==> src/rtl/ioctl_pkg.sv <==
// ============================================================================
//  Module      : ioctl_pkg
//  Description : Shared types and constants for the HPS ioctl transfer engine.
//  Revision    : 1.0 - initial release
// ============================================================================
`default_nettype none

package ioctl_pkg;

    localparam int c_IOCTL_AW = 25;

    localparam logic [7:0] HS_CONFIGINDEX = 8'd3;
    localparam logic [7:0] HS_DUMPINDEX   = 8'd4;

    typedef enum logic [2:0] {
        S_IDLE       = 3'd0,
        S_DL_FETCH   = 3'd1,
        S_DL_WRITE   = 3'd2,
        S_DL_GAP     = 3'd3,
        S_UL_HOLD    = 3'd4,
        S_UL_CAPTURE = 3'd5,
        S_TAIL       = 3'd6
    } ioctl_state_t;

endpackage

`default_nettype wire

==> src/rtl/ioctl_streamer.sv <==
// ============================================================================
//  Module      : ioctl_streamer
//  Description : Core-side ioctl initiator; streams a local byte buffer out as
//                a download or captures an upload back into the buffer.
//  Revision    : 1.0 - initial release
// ============================================================================
`default_nettype none

module ioctl_streamer
    import ioctl_pkg::*;
#(
    parameter int BUF_AW  = 8,
    parameter int WR_GAP  = 3,
    parameter int UL_HOLD = 4
) (
    input  logic                  clk,
    input  logic                  reset,
    input  logic                  cmd_start,
    input  logic                  cmd_upload,
    input  logic [7:0]            cmd_index,
    input  logic [BUF_AW:0]       cmd_length,
    output logic                  busy,
    output logic                  done,
    output logic [BUF_AW-1:0]     buf_addr,
    input  logic [7:0]            buf_rdata,
    output logic [7:0]            buf_wdata,
    output logic                  buf_we,
    output logic                  ioctl_download,
    output logic                  ioctl_upload,
    output logic                  ioctl_wr,
    output logic [c_IOCTL_AW-1:0] ioctl_addr,
    output logic [7:0]            ioctl_dout,
    input  logic [7:0]            ioctl_din,
    output logic [7:0]            ioctl_index
);

    localparam logic [BUF_AW:0] c_ONE       = (BUF_AW+1)'(1);
    localparam logic [7:0]      c_GAP_LAST  = 8'((WR_GAP > 0) ? (WR_GAP - 1) : 0);
    localparam logic [7:0]      c_HOLD_LAST = 8'(UL_HOLD - 1);

    ioctl_state_t      state_q, state_d;
    logic [BUF_AW:0]   i_q, i_d;
    logic [BUF_AW:0]   len_q, len_d;
    logic [7:0]        wait_q, wait_d;
    logic              busy_q, busy_d;
    logic              done_q, done_d;
    logic [BUF_AW-1:0] buf_addr_q, buf_addr_d;
    logic [7:0]        buf_wdata_q, buf_wdata_d;
    logic              buf_we_q, buf_we_d;
    logic              dl_q, dl_d;
    logic              ul_q, ul_d;
    logic              wr_q, wr_d;
    logic [BUF_AW-1:0] addr_q, addr_d;
    logic [7:0]        dout_q, dout_d;
    logic [7:0]        index_q, index_d;

    logic [BUF_AW:0]   w_i_next;
    logic              w_last;

    assign w_i_next = i_q + c_ONE;
    assign w_last   = (w_i_next == len_q);

    always_comb begin
        state_d     = state_q;
        i_d         = i_q;
        len_d       = len_q;
        wait_d      = wait_q;
        busy_d      = busy_q;
        done_d      = 1'b0;
        buf_addr_d  = buf_addr_q;
        buf_wdata_d = buf_wdata_q;
        buf_we_d    = 1'b0;
        dl_d        = dl_q;
        ul_d        = ul_q;
        wr_d        = 1'b0;
        addr_d      = addr_q;
        dout_d      = dout_q;
        index_d     = index_q;

        case (state_q)
            S_IDLE: begin
                if (cmd_start) begin
                    index_d = cmd_index;
                    len_d   = cmd_length;
                    i_d     = '0;
                    wait_d  = '0;
                    busy_d  = 1'b1;
                    if (cmd_length == '0) begin
                        state_d = S_TAIL;
                        dl_d    = ~cmd_upload;
                        ul_d    = cmd_upload;
                    end else if (cmd_upload) begin
                        state_d = S_UL_HOLD;
                        ul_d    = 1'b1;
                        addr_d  = '0;
                    end else begin
                        state_d    = S_DL_FETCH;
                        dl_d       = 1'b1;
                        buf_addr_d = '0;
                    end
                end
            end

            // buf_addr was registered on entry; RAM data lands during DL_WRITE.
            S_DL_FETCH: state_d = S_DL_WRITE;

            S_DL_WRITE: begin
                dout_d = buf_rdata;
                addr_d = i_q[BUF_AW-1:0];
                wr_d   = 1'b1;
                wait_d = '0;
                if (WR_GAP != 0) begin
                    state_d = S_DL_GAP;
                end else if (w_last) begin
                    state_d = S_TAIL;
                end else begin
                    i_d        = w_i_next;
                    buf_addr_d = w_i_next[BUF_AW-1:0];
                    state_d    = S_DL_FETCH;
                end
            end

            S_DL_GAP: begin
                if (wait_q == c_GAP_LAST) begin
                    if (w_last) begin
                        state_d = S_TAIL;
                    end else begin
                        i_d        = w_i_next;
                        buf_addr_d = w_i_next[BUF_AW-1:0];
                        state_d    = S_DL_FETCH;
                    end
                end else begin
                    wait_d = wait_q + 8'd1;
                end
            end

            S_UL_HOLD: begin
                if (wait_q == c_HOLD_LAST) begin
                    state_d = S_UL_CAPTURE;
                end else begin
                    wait_d = wait_q + 8'd1;
                end
            end

            // The last byte keeps its address so ioctl_addr holds after the transfer.
            S_UL_CAPTURE: begin
                buf_wdata_d = ioctl_din;
                buf_addr_d  = i_q[BUF_AW-1:0];
                buf_we_d    = 1'b1;
                wr_d        = 1'b1;
                wait_d      = '0;
                if (w_last) begin
                    state_d = S_TAIL;
                end else begin
                    i_d     = w_i_next;
                    addr_d  = w_i_next[BUF_AW-1:0];
                    state_d = S_UL_HOLD;
                end
            end

            S_TAIL: begin
                dl_d    = 1'b0;
                ul_d    = 1'b0;
                done_d  = 1'b1;
                busy_d  = 1'b0;
                state_d = S_IDLE;
            end

            default: state_d = S_IDLE;
        endcase
    end

    always_ff @(posedge clk) begin
        if (reset) begin
            state_q     <= S_IDLE;
            i_q         <= '0;
            len_q       <= '0;
            wait_q      <= '0;
            busy_q      <= 1'b0;
            done_q      <= 1'b0;
            buf_addr_q  <= '0;
            buf_wdata_q <= '0;
            buf_we_q    <= 1'b0;
            dl_q        <= 1'b0;
            ul_q        <= 1'b0;
            wr_q        <= 1'b0;
            addr_q      <= '0;
            dout_q      <= '0;
            index_q     <= '0;
        end else begin
            state_q     <= state_d;
            i_q         <= i_d;
            len_q       <= len_d;
            wait_q      <= wait_d;
            busy_q      <= busy_d;
            done_q      <= done_d;
            buf_addr_q  <= buf_addr_d;
            buf_wdata_q <= buf_wdata_d;
            buf_we_q    <= buf_we_d;
            dl_q        <= dl_d;
            ul_q        <= ul_d;
            wr_q        <= wr_d;
            addr_q      <= addr_d;
            dout_q      <= dout_d;
            index_q     <= index_d;
        end
    end

    assign busy           = busy_q;
    assign done           = done_q;
    assign buf_addr       = buf_addr_q;
    assign buf_wdata      = buf_wdata_q;
    assign buf_we         = buf_we_q;
    assign ioctl_download = dl_q;
    assign ioctl_upload   = ul_q;
    assign ioctl_wr       = wr_q;
    assign ioctl_addr     = {{(c_IOCTL_AW-BUF_AW){1'b0}}, addr_q};
    assign ioctl_dout     = dout_q;
    assign ioctl_index    = index_q;

endmodule

`default_nettype wire

==> config.mk <==
export PLATFORM = sky130hd
export DESIGN_NAME = ioctl_streamer
export DESIGN_NICKNAME = d
export VERILOG_FILES = /design/src/rtl/ioctl_pkg.sv /design/src/rtl/ioctl_streamer.sv
export SDC_FILE = /design/constraint.sdc
export NUM_CORES = 1
export LEC_CHECK = 0
export CAP_MARGIN = 10
export CORE_UTILIZATION = 51
export DETAILED_ROUTE_END_ITERATION = 8
export DONT_BUFFER_PORTS = 1
export PLACE_DENSITY = 0.64
export SLEW_MARGIN = 20
export SYNTH_ARGS = -nofsm -noshare
export SYNTH_HDL_FRONTEND = slang
export SYNTH_SLANG_ARGS = --single-unit
==> constraint.sdc <==
create_clock -name clk -period 6.6 [get_ports clk]
set_input_delay 1.65 -clock clk [delete_from_list [all_inputs] [get_ports clk]]
set_output_delay 1.65 -clock clk [all_outputs]
set_load 0.01 [all_outputs]
==> parameters.txt, run 1 <==
Parameter                              Value

Run status
  Result of the run ... finished clean

Power
  Standby leakage power ... ~1.5 nW
  Internal power summed over all cells ... 0.000736 W
  Clock network fraction of design power ... 0.344
  Switching portion of total power ... 0.326
  Power spent charging and discharging nets ... approximately 0.00036 W
  Pwr per Cell Area ... between 200 and 300 nW/um^2
  Maximum vdd drop ... around 0.00017 V
  Portion of total power attributed to combinational logic ... 0.166
  Overall power after layout ... between 0.001 and 0.0015 W
  Sequential fraction of design power ... 0.490

Global route
  Global-route congestion overflow total ... 0
  First-pass GRT wire length ... between 15,000 and 20,000 um
  Total track usage ... 0.234
  Antenna violations before repair ... 0
  Largest net degree at the start of global routing ... 65
  Via count of the first global-routing pass ... 2,983

Worst setup path
  Worst Path Class, Setup ... flip-flop to flip-flop
  Worst Setup Start Kind ... flip-flop
  Library cell contributing the largest single delay on the critical path ... a2111oi_4
  Delay of the slowest cell on the worst path ... between 0.8 and 0.9 ns
  Series of cell instances along the critical path ... ha_1 > and3_1 > and4_1 > o2111ai_2 > a2111oi_4 > a311oi_1 > a2111oi_1
  Critical Path Start ... i_q[0]$_SDFFE_PP0P_
  Category of the worst setup path capture point ... flip-flop
  Maximum fanout count along the critical path ... 17
  Arrival time of data at the critical path endpoint ... roughly 3.5 ns
  Data required time of the critical path ... between 6 and 7 ns
  Critical register-to-register path startpoint ... i_q[0]$_SDFFE_PP0P_

STA
  Setup TNS ... 0 ns
  Pins Over Slew Limit ... 0
  Setup violations, final ... 0
  Layout Skew ... between 0.01 and 0.015 ns
  Fmax ... between 300 and 400 MHz
  Final critical path time including I/O delays and setup ... around 3.3 ns
  Final critical-path share of the clock period ... 0.494
  Hold Fails Final Rpt ... 0
  Worst hold slack after final layout ... approximately 0.47 ns
  Least-Margin Pin Slew ... between 0.9 and 1 ns
  Setup repair after global routing missed its margin ... false
  Worst slew margin ... 0.364

Logic synthesis
  Commonest register cell after synthesis ... dfxtp_1
  FF+latch count, synth ... 75
  Synth top area share ... 0.369
  Async set or reset register ratio after synthesis ... 0
  Mean post-synth cell area ... roughly 8 um^2
  Synth area leader ... dfxtp_1
  Unique cell type count in the Yosys netlist ... 66
  Number of synthesis warnings ... 0
  Synthesized netlist cell count ... between 500 and 600
  Number of enable flip-flop cells after synthesis ... 0
  Sequential share of the synthesized area ... 0.369
  Area of the mapped netlist ... around 4100 um^2
  Ranking of synthesized cells by area ... dfxtp_1 37%, nand2_1 9.2%, a21oi_1 6.4%

Finish
  Multi-input combinational cell area ... around 2300 um^2
  Most frequent cells in the layout ... 100 x nand2_1, 75 x dfxtp_1, 52 x a21oi_1
  Number of nets in the finished design ... 518
  Sequential cell area ... between 1500 and 2000 um^2
  P&R area growth vs syn ... 1.20%
  Most common cell after layout, fill and taps aside ... nand2_1
  Final design instance area without fill ... between 4000 and 5000 um^2
  Diode insertion count for antenna repair ... 0
  Fraction of final layout cells with drive strength greater than 1 ... 0.0600
  Number of fillers in the final layout ... between 700 and 800

Clock network
  Number of buffers inserted by hold repair at cts ... 0
  Number of gates given a new drive strength after cts ... 0
  Clock Sinks ... 75
  Maximum count of clock buffers along a single path ... 2
  Maximum level of the CTS H-tree ... 3
  Total clock buffers created by CTS ... 9
  TritonCTS clock tree ... built
  Setup Fix Bufs, Post-CTS ... 0
  Source-to-sink clock delay at the later pin of the worst-skew pair ... roughly 0.36 ns
  Worst-path clk slew ... ~0.09 ns
  Clock root buffer ... clkbuf_8

Die
  Area of the core region ... a little under 8000 um^2
  Initial standard-cell utilization of the core ... 0.526
  IO Pins ... 100
  Die height ... about 91 um
  Die Wd ... 91.3 um
  Cell Rows ... 32
  Full die area ... 8330 um^2

Route
  Number of optimization iterations in the first detailed-route pass ... 5
  Residual antenna-violating net count after detailed routing ... 0
  Overall routed net length ... about 9600 um
  WL/cell ... approximately 16 um
  Number of design rule violations left after detail routing ... 0
  DRC marker count from the first detailed-route iteration ... a little under 200
  Total number of vias ... around 3,500
  Number of vias per cell after detailed routing ... roughly 6.0

Placement
  RePlAce Congestion ... about 0.8
  Placement-stage cell area ... ~4000 um^2
  Detailed-placement wirelength estimate ... 6620 um
  Port-buffer cells ... 0

Worst hold path
  Startpoint of the most critical hold path ... len_q[4]$_SDFFE_PP0P_
  Class of the tightest hold or removal check ... flip-flop to flip-flop

Flow run
  Number of max-cap violations ... 0
synthesized netlist by cell type, drive strengths merged (11+ instances only):
library cell	n
nor4	11
dfxtp	75
xor2	11
o21ai	20
buf	33
a31oi	14
clkbuf	28
nand3	12
a21oi	52
nand2	100
nor2	23
nor3	11
registers in the layout, summed over array words and instances, names as in the netlist:
| signal | cells |
|---|---|
| state_q | 3 |
| ioctl_download | 1 |
| ioctl_upload | 1 |
| buf_we | 1 |
| busy | 1 |
| len_q | 9 |
| addr_q | 8 |
| buf_addr | 8 |
| buf_wdata | 8 |
| ioctl_dout | 8 |
| ioctl_index | 8 |
| done | 1 |
| ioctl_wr | 1 |
| wait_q | 8 |
| i_q | 9 |
critical path: cells and delay by family, from the launching register on:
| family | cells | cell delay [ns] |
|---|---|---|
| AO/OA/AOI/OAI | 4 | 1.62 |
| adder cells (fa/ha/maj) | 1 | 0.42 |
| flip-flops | 1 | 0.53 |
| AND/OR/NAND/NOR | 2 | 0.58 |
metrics by stage:
stage / instances / setup slack (ns) / utilization
after global placement: 569 / 3.21 / 0.505
after CTS: 585 / 3.41 / 0.532
after global routing: 585 / 3.10 / 0.532
after floorplan: 527 / 3.48 / -
after detailed placement: 569 / 3.09 / 0.505
final: 585 / 3.34 / 0.532
metal layers:
metal | GRT usage | wire length (um)
met4 | 0.0966 | 194
met5 | 0 | 0
met3 | 0.0620 | 702
met2 | 0.359 | 4470
met1 | 0.310 | 4270
power groups by stage:
stage | logic [W] | registers (W) | clock network, W
after floorplan | 0.000180 | 0.000525 | 0
after global routing | 0.000203 | 0.000540 | 0.000406
after global placement | 0.000176 | 0.000545 | 0
final | 0.000182 | 0.000535 | 0.000375
after CTS | 0.000182 | 0.000535 | 0.000385
after detailed placement | 0.000181 | 0.000545 | 0
cells by family (layout without fill, tap and decap cells):
kind of cell             after synthesis  count (layout)  share of synthesized area
AO/OA/AOI/OAI                        139             139                      0.229
XOR/XNOR                              17              17                     0.0412
adder cells (fa/ha/maj)                3               3                    0.00923
buffers and inverters                 64              20                     0.0908
flip-flops                            75              75                      0.369
multiplexers                           5               5                     0.0142
other                                  1              17                   0.000922
AND/OR/NAND/NOR                      207             207                      0.245
final timing paths:
check                            end  slack (ns)  depth (start not counted)
max          state_q[2]$_SDFFE_PP0P_        3.34                          7
min            len_q[4]$_SDFFE_PP0P_        0.47                          2
min reg2reg    len_q[4]$_SDFFE_PP0P_        0.47                          2
max reg2reg  state_q[2]$_SDFFE_PP0P_        3.34                          7
layout make-up:
| class | count | share of cell area |
|---|---|---|
| multi-input cells | 388 | 0.549 |
| repair buffers | 1 | 0.00182 |
| clock buffers | 9 | 0.0301 |
| inverters | 3 | 0.00274 |
| well taps | 102 | 0.0310 |
| clock inverters | 7 | 0.0201 |
| flip-flops and latches | 75 | 0.365 |
Power figures use the tool's default switching activity.
==> run 2: changes to the inputs <==
- clock period: 6.6 -> 3.4 ns (I/O delays scaled with it)
==> run 2 against run 1 <==
Compared with the run above:
- setup slack worse by 2.9 ns
- cell count up 0.85%
- critical path depth unchanged
- sequential power up 93%
- via count up 0.68%
- routed wire length up 0.27%
- clock power up 100%
- register-to-register slack worse by 2.9 ns
- non-clock buffer count up 5
- clock skew down 0.0020 ns
- first-iteration DRC count up 8.7%
- largest power group unchanged
- highest routed layer unchanged
==> parameters.txt, run 2 (same netlist as run 1, synthesis figures left out) <==
Parameter                              Value

STA
  Least-Margin Pin Slew ... 0.699 ns
  Layout Skew ... 0.00940 ns
  Setup repair after global routing missed its margin ... false
  Final setup slack of the worst path ... approximately 0.4 ns
  Setup violations, final ... 0
  Final critical-path share of the clock period ... 0.880
  Fmax ... about 330 MHz
  Hold Fails Final Rpt ... 0
  Pins Over Slew Limit ... 0
  Worst slew margin ... 0.532
  Setup TNS ... 0 ns
  Final critical path time including I/O delays and setup ... between 2 and 3 ns

Clock network
  Setup Fix Bufs, Post-CTS ... 0
  Source-to-sink clock delay at the later pin of the worst-skew pair ... between 0.3 and 0.4 ns
  TritonCTS clock tree ... built
  Number of buffers inserted by hold repair at cts ... 0
  Total clock buffers created by CTS ... 9
  Worst-path clk slew ... 0.09 ns
  Maximum count of clock buffers along a single path ... 2
  Clock root buffer ... clkbuf_8
  Maximum level of the CTS H-tree ... 3
  Clock Sinks ... 75
  Number of gates given a new drive strength after cts ... 0

Finish
  Registers with the most flip-flops ... i_q x9, len_q x9
  Number of nets in the finished design ... 523
  Multi-input combinational cell area ... 2260 um^2
  Most frequent cells in the layout ... 100 x nand2_1, 75 x dfxtp_1, 52 x a21oi_1
  Most common cell after layout, fill and taps aside ... nand2_1
  Diode insertion count for antenna repair ... 0
  Final design instance area without fill ... roughly 4200 um^2
  Final standard cell utilization of the core ... 0.538
  Number of fillers in the final layout ... 755
  Sequential cell area ... roughly 1500 um^2
  Fraction of final layout cells with drive strength greater than 1 ... 0.0697
  P&R area growth vs syn ... 2.31%

Route
  Number of vias per cell after detailed routing ... around 6.0
  Overall routed net length ... just under 10,000 um
  Total number of vias ... 3,530
  Number of optimization iterations in the first detailed-route pass ... 5
  WL/cell ... 16.4 um
  Residual antenna-violating net count after detailed routing ... 0
  DRC marker count from the first detailed-route iteration ... between 200 and 250
  Number of design rule violations left after detail routing ... 0

Placement
  Post-place setup slack ... ~0.46 ns
  Port-buffer cells ... 0
  Detailed-placement wirelength estimate ... between 6000 and 7000 um
  Placement-stage cell area ... around 4000 um^2
  RePlAce Congestion ... 0.867

Global route
  Largest net degree at the start of global routing ... between 60 and 70
  Antenna violations before repair ... 0
  Global-route congestion overflow total ... 0
  Via count of the first global-routing pass ... about 3,200
  First-pass GRT wire length ... 16,100 um
  Total track usage ... 0.242

Power
  Pwr per Cell Area ... between 500 and 600 nW/um^2
  Standby leakage power ... 1.50 nW
  Portion of total power attributed to combinational logic ... 0.170
  Clock network fraction of design power ... 0.350
  Internal power summed over all cells ... roughly 0.0014 W
  Switching portion of total power ... 0.329
  Overall power after layout ... approximately 0.0021 W
  Power spent charging and discharging nets ... approximately 0.0007 W
  Maximum vdd drop ... 0.000313 V
  Sequential fraction of design power ... 0.480

Die
  Cell Rows ... 32
  Die Wd ... slightly above 90 um
  IO Pins ... 100
  Area of the core region ... slightly below 8000 um^2
  Die height ... between 90 and 100 um
  Initial standard-cell utilization of the core ... 0.526
  Full die area ... ~8300 um^2

Worst setup path
  Endpoint of the lowest-slack register-to-register path ... buf_addr[3]$_SDFFE_PP0P_
  Number of cells on the worst reg-to-reg path ... 7
  Category of the worst setup path capture point ... flip-flop
  Worst Setup Start Kind ... flip-flop
  Reg2Reg Setup Slack ... 0.41 ns
  Worst Path Class, Setup ... flip-flop to flip-flop
  Maximum fanout count along the critical path ... 11
  Data required time of the critical path ... about 3.6 ns
  Critical register-to-register path startpoint ... i_q[0]$_SDFFE_PP0P_
  Arrival time of data at the critical path endpoint ... approximately 3.2 ns

Flow run
  Number of max-cap violations ... 0

Worst hold path
  Min-Delay Endpoint ... len_q[3]$_SDFFE_PP0P_
  Number of cells on the worst hold path ... 2
  Startpoint of the most critical hold path ... len_q[3]$_SDFFE_PP0P_
  Class of the tightest hold or removal check ... flip-flop to flip-flop

Run status
  Result of the run ... finished clean
==> run 2: changes by cell type in the layout (fill, tap and decap cells not counted), sizes merged <==
cell and change:
buf +5, inv +1, clkinv +1, clkinvlp -2
==> run 2: worst max-delay path by stage <==
stage                                   start                  endpoint  slack, ns  depth (start not counted)
after floorplan           i_q[1]$_SDFFE_PP0P_  buf_addr[3]$_SDFFE_PP0P_       0.91                         10
after CTS                 i_q[0]$_SDFFE_PP0P_  buf_addr[4]$_SDFFE_PP0P_       0.46                          7
after global placement    i_q[0]$_SDFFE_PP0P_  buf_addr[4]$_SDFFE_PP0P_       0.58                          7
final                     i_q[0]$_SDFFE_PP0P_  buf_addr[3]$_SDFFE_PP0P_       0.41                          7
after global routing      i_q[0]$_SDFFE_PP0P_  buf_addr[4]$_SDFFE_PP0P_       0.21                          7
after detailed placement  i_q[0]$_SDFFE_PP0P_  buf_addr[4]$_SDFFE_PP0P_       0.46                          7
==> run 2: metrics by stage <==
step                      hold WS, ns  cells
after global routing            0.509    590
final                           0.485    590
after detailed placement        0.468    574
after CTS                       0.482    590
after global placement          0.457    574
after floorplan                 0.448    527
==> run 2: power groups by stage <==
stage | combinational [W] | clock [W] | sequential (W)
6_report | 0.000365 | 0.000753 | 0.00103
5_1_grt | 0.000414 | 0.000804 | 0.00104
4_1_cts | 0.000365 | 0.000768 | 0.00103
3_5_place_dp | 0.000364 | 0 | 0.00105
3_3_place_gp | 0.000355 | 0 | 0.00105
2_1_floorplan | 0.000350 | 0 | 0.00102
==> run 2: cell type report <==
class	instances	area share
clock inverter	7	0.0217
tap	102	0.0307
inverter	3	0.00271
clock buffer	9	0.0298
timing repair buffer	6	0.0108
multi-input combinational	388	0.543
sequential	75	0.361
==> run 2: worst max-delay path: stages (launching register included) <==
cell,delay [ns]
dfxtp_1,0.53
ha_1,0.39
and3_1,0.33
and4_1,0.24
o2111ai_2,0.19
a2111o_1,0.59
o21ai_4,0.27
mux2_1,0.33
==> run 2: layer usage <==
| metal | GRT usage | routed length (um) | up-vias |
|---|---|---|---|
| met5 | 0 | 0 | - |
| met2 | 0.376 | 4480 | 132 |
| met3 | 0.0670 | 667 | 24 |
| li1 | - | - | 1730 |
| met1 | 0.314 | 4250 | 1644 |
| met4 | 0.104 | 253 | 0 |
==> run 3: changes to the inputs <==
- CAP_MARGIN: 10 -> unset
- PLACE_DENSITY: 0.64 -> 0.66
==> run 3 against run 2 <==
Compared with the run above:
- register-to-register slack about the same
- fmax is 0.40% higher
- hold slack got worse by 0.018 ns
- die area unchanged
- combinational power rose by 4%
- via count shrank 1.1%
- cell count increased by 0.17%
- power rose by 0.16%
- clock power shrank 0.5%
- global-route usage down 0.65 points
- routed wire length is 0.87% lower
- first-iteration DRC count up 8.5%
- critical endpoint unchanged
==> parameters.txt, run 3 (same netlist as run 1, synthesis figures left out) <==
Parameter                              Value

Clock network
  Source-to-sink clock delay at the later pin of the worst-skew pair ... 0.36 ns
  Number of gates given a new drive strength after cts ... 0
  Clock Sinks ... 75
  Clock root buffer ... clkbuf_8
  Maximum level of the CTS H-tree ... 3
  Number of buffers inserted by hold repair at cts ... 0
  Total clock buffers created by CTS ... 9
  TritonCTS clock tree ... built
  Maximum count of clock buffers along a single path ... 2
  Setup Fix Bufs, Post-CTS ... 0
  Worst-path clk slew ... roughly 0.09 ns

Run status
  Result of the run ... finished clean

Worst hold path
  Startpoint of the most critical hold path ... len_q[5]$_SDFFE_PP0P_
  Min-Delay Endpoint ... len_q[5]$_SDFFE_PP0P_
  Class of the tightest hold or removal check ... flip-flop to flip-flop
  Number of cells on the worst hold path ... 2

Route
  Overall routed net length ... between 9000 and 10,000 um
  Residual antenna-violating net count after detailed routing ... 0
  Number of vias per cell after detailed routing ... 5.91
  DRC marker count from the first detailed-route iteration ... 230
  WL/cell ... around 16 um
  Total number of vias ... about 3,500
  Number of optimization iterations in the first detailed-route pass ... 5
  Number of design rule violations left after detail routing ... 0

Placement
  RePlAce Congestion ... roughly 0.93
  Detailed-placement wirelength estimate ... roughly 6700 um
  Port-buffer cells ... 0

STA
  Final critical-path share of the clock period ... 0.876
  Setup violations, final ... 0
  Least-Margin Pin Slew ... ~0.66 ns
  Hold Fails Final Rpt ... 0
  Fmax ... around 340 MHz
  Layout Skew ... approximately 0.014 ns
  Pins Over Slew Limit ... 0
  Final critical path time including I/O delays and setup ... around 3.0 ns
  Setup TNS ... 0 ns
  Worst slew margin ... 0.560
  Worst hold slack after final layout ... between 0.4 and 0.5 ns
  Setup repair after global routing missed its margin ... false

Worst setup path
  Critical register-to-register path startpoint ... i_q[0]$_SDFFE_PP0P_
  Critical Path Start ... i_q[0]$_SDFFE_PP0P_
  Reg2Reg Setup Slack ... approximately 0.42 ns
  Data required time of the critical path ... 3.65 ns
  Arrival time of data at the critical path endpoint ... about 3.2 ns
  Category of the worst setup path capture point ... flip-flop
  Endpoint of the lowest-slack register-to-register path ... buf_addr[3]$_SDFFE_PP0P_
  Maximum fanout count along the critical path ... 11
  Worst Path Class, Setup ... flip-flop to flip-flop
  Number of cells on the worst reg-to-reg path ... 7
  Worst Setup Start Kind ... flip-flop

Flow run
  Number of max-cap violations ... 0

Finish
  Registers with the most flip-flops ... i_q x9, len_q x9
  Most common cell after layout, fill and taps aside ... nand2_1
  P&R area growth vs syn ... 2.37%
  Most frequent cells in the layout ... 100 x nand2_1, 75 x dfxtp_1, 52 x a21oi_1
  Fraction of final layout cells with drive strength greater than 1 ... 0.0695
  Number of nets in the finished design ... ~520
  Diode insertion count for antenna repair ... 0

Die
  Initial standard-cell utilization of the core ... 0.526
  IO Pins ... 100
  Area of the core region ... about 7700 um^2
  Die Wd ... approximately 91 um
  Full die area ... 8330 um^2
  Cell Rows ... 32
  Die height ... 91.3 um

Power
  Maximum vdd drop ... between 0.0003 and 0.0004 V
  Standby leakage power ... about 1.5 nW
  Pwr per Cell Area ... 517 nW/um^2

Global route
  Via count of the first global-routing pass ... ~3,100
  Largest net degree at the start of global routing ... 65
  Antenna violations before repair ... 0
  Global-route congestion overflow total ... 0
  First-pass GRT wire length ... 15,700 um
  Total track usage ... 0.236
-- run 3: cell count changes in the layout (fill, tap and decap cells not counted) --
cell    previous run  this run
buf_4              6         7
nor3_2             1         0
nor3_1            10        11
-- run 3: final cells by class --
class / instances / area, um^2
fill: 729 / 3570
multi-input combinational: 388 / 2250
sequential: 75 / 1500
tap: 102 / 128
clock buffer: 9 / 124
clock inverter: 7 / 90.1
timing repair buffer: 7 / 52.6
inverter: 3 / 11.3
-- run 3: power breakdown --
part,switching (W),internal (W),total [W]
registers,0.0000805,0.000945,0.00103
logic,0.000236,0.000142,0.000378
clock network,0.000388,0.000361,0.000749
-- run 3: metrics by stage --
step	utilization	area, um^2	total power [W]	std cells	setup WS (ns)
floorplan	-	4130	0.00137	527	0.908
global placement	0.511	3950	0.00141	575	0.569
detailed placement	0.511	3950	0.00142	575	0.447
CTS	0.539	4160	0.00217	591	0.433
global route	0.539	4160	0.00226	591	0.219
finish	0.539	4160	0.00215	591	0.421
-- run 3: critical path, cell delays in order (launching register included) --
cell       delay, ns
dfxtp_1         0.53
ha_1            0.38
and3_1          0.33
and4_1          0.24
o2111ai_2       0.18
a2111o_1        0.59
o21ai_4         0.27
mux2_1          0.35
-- run 3: per-layer routing --
metal / global-route usage / up-vias / share of wire
met3: 0.0653 / 11 / 0.078
met5: 0 / - / 0
met2: 0.371 / 128 / 0.45
li1: - / 1728 / -
met1: 0.311 / 1624 / 0.45
met4: 0.0767 / 0 / 0.016
-- run 3: how the worst max path moves through the flow --
stage                                     to  slack, ns  depth (start not counted)
floorplan           buf_addr[3]$_SDFFE_PP0P_       0.91                         10
global route        buf_addr[3]$_SDFFE_PP0P_       0.22                          7
detailed placement  buf_addr[3]$_SDFFE_PP0P_       0.45                          7
CTS                 buf_addr[3]$_SDFFE_PP0P_       0.43                          7
finish              buf_addr[3]$_SDFFE_PP0P_       0.42                          7
global placement    buf_addr[4]$_SDFFE_PP0P_       0.57                          7
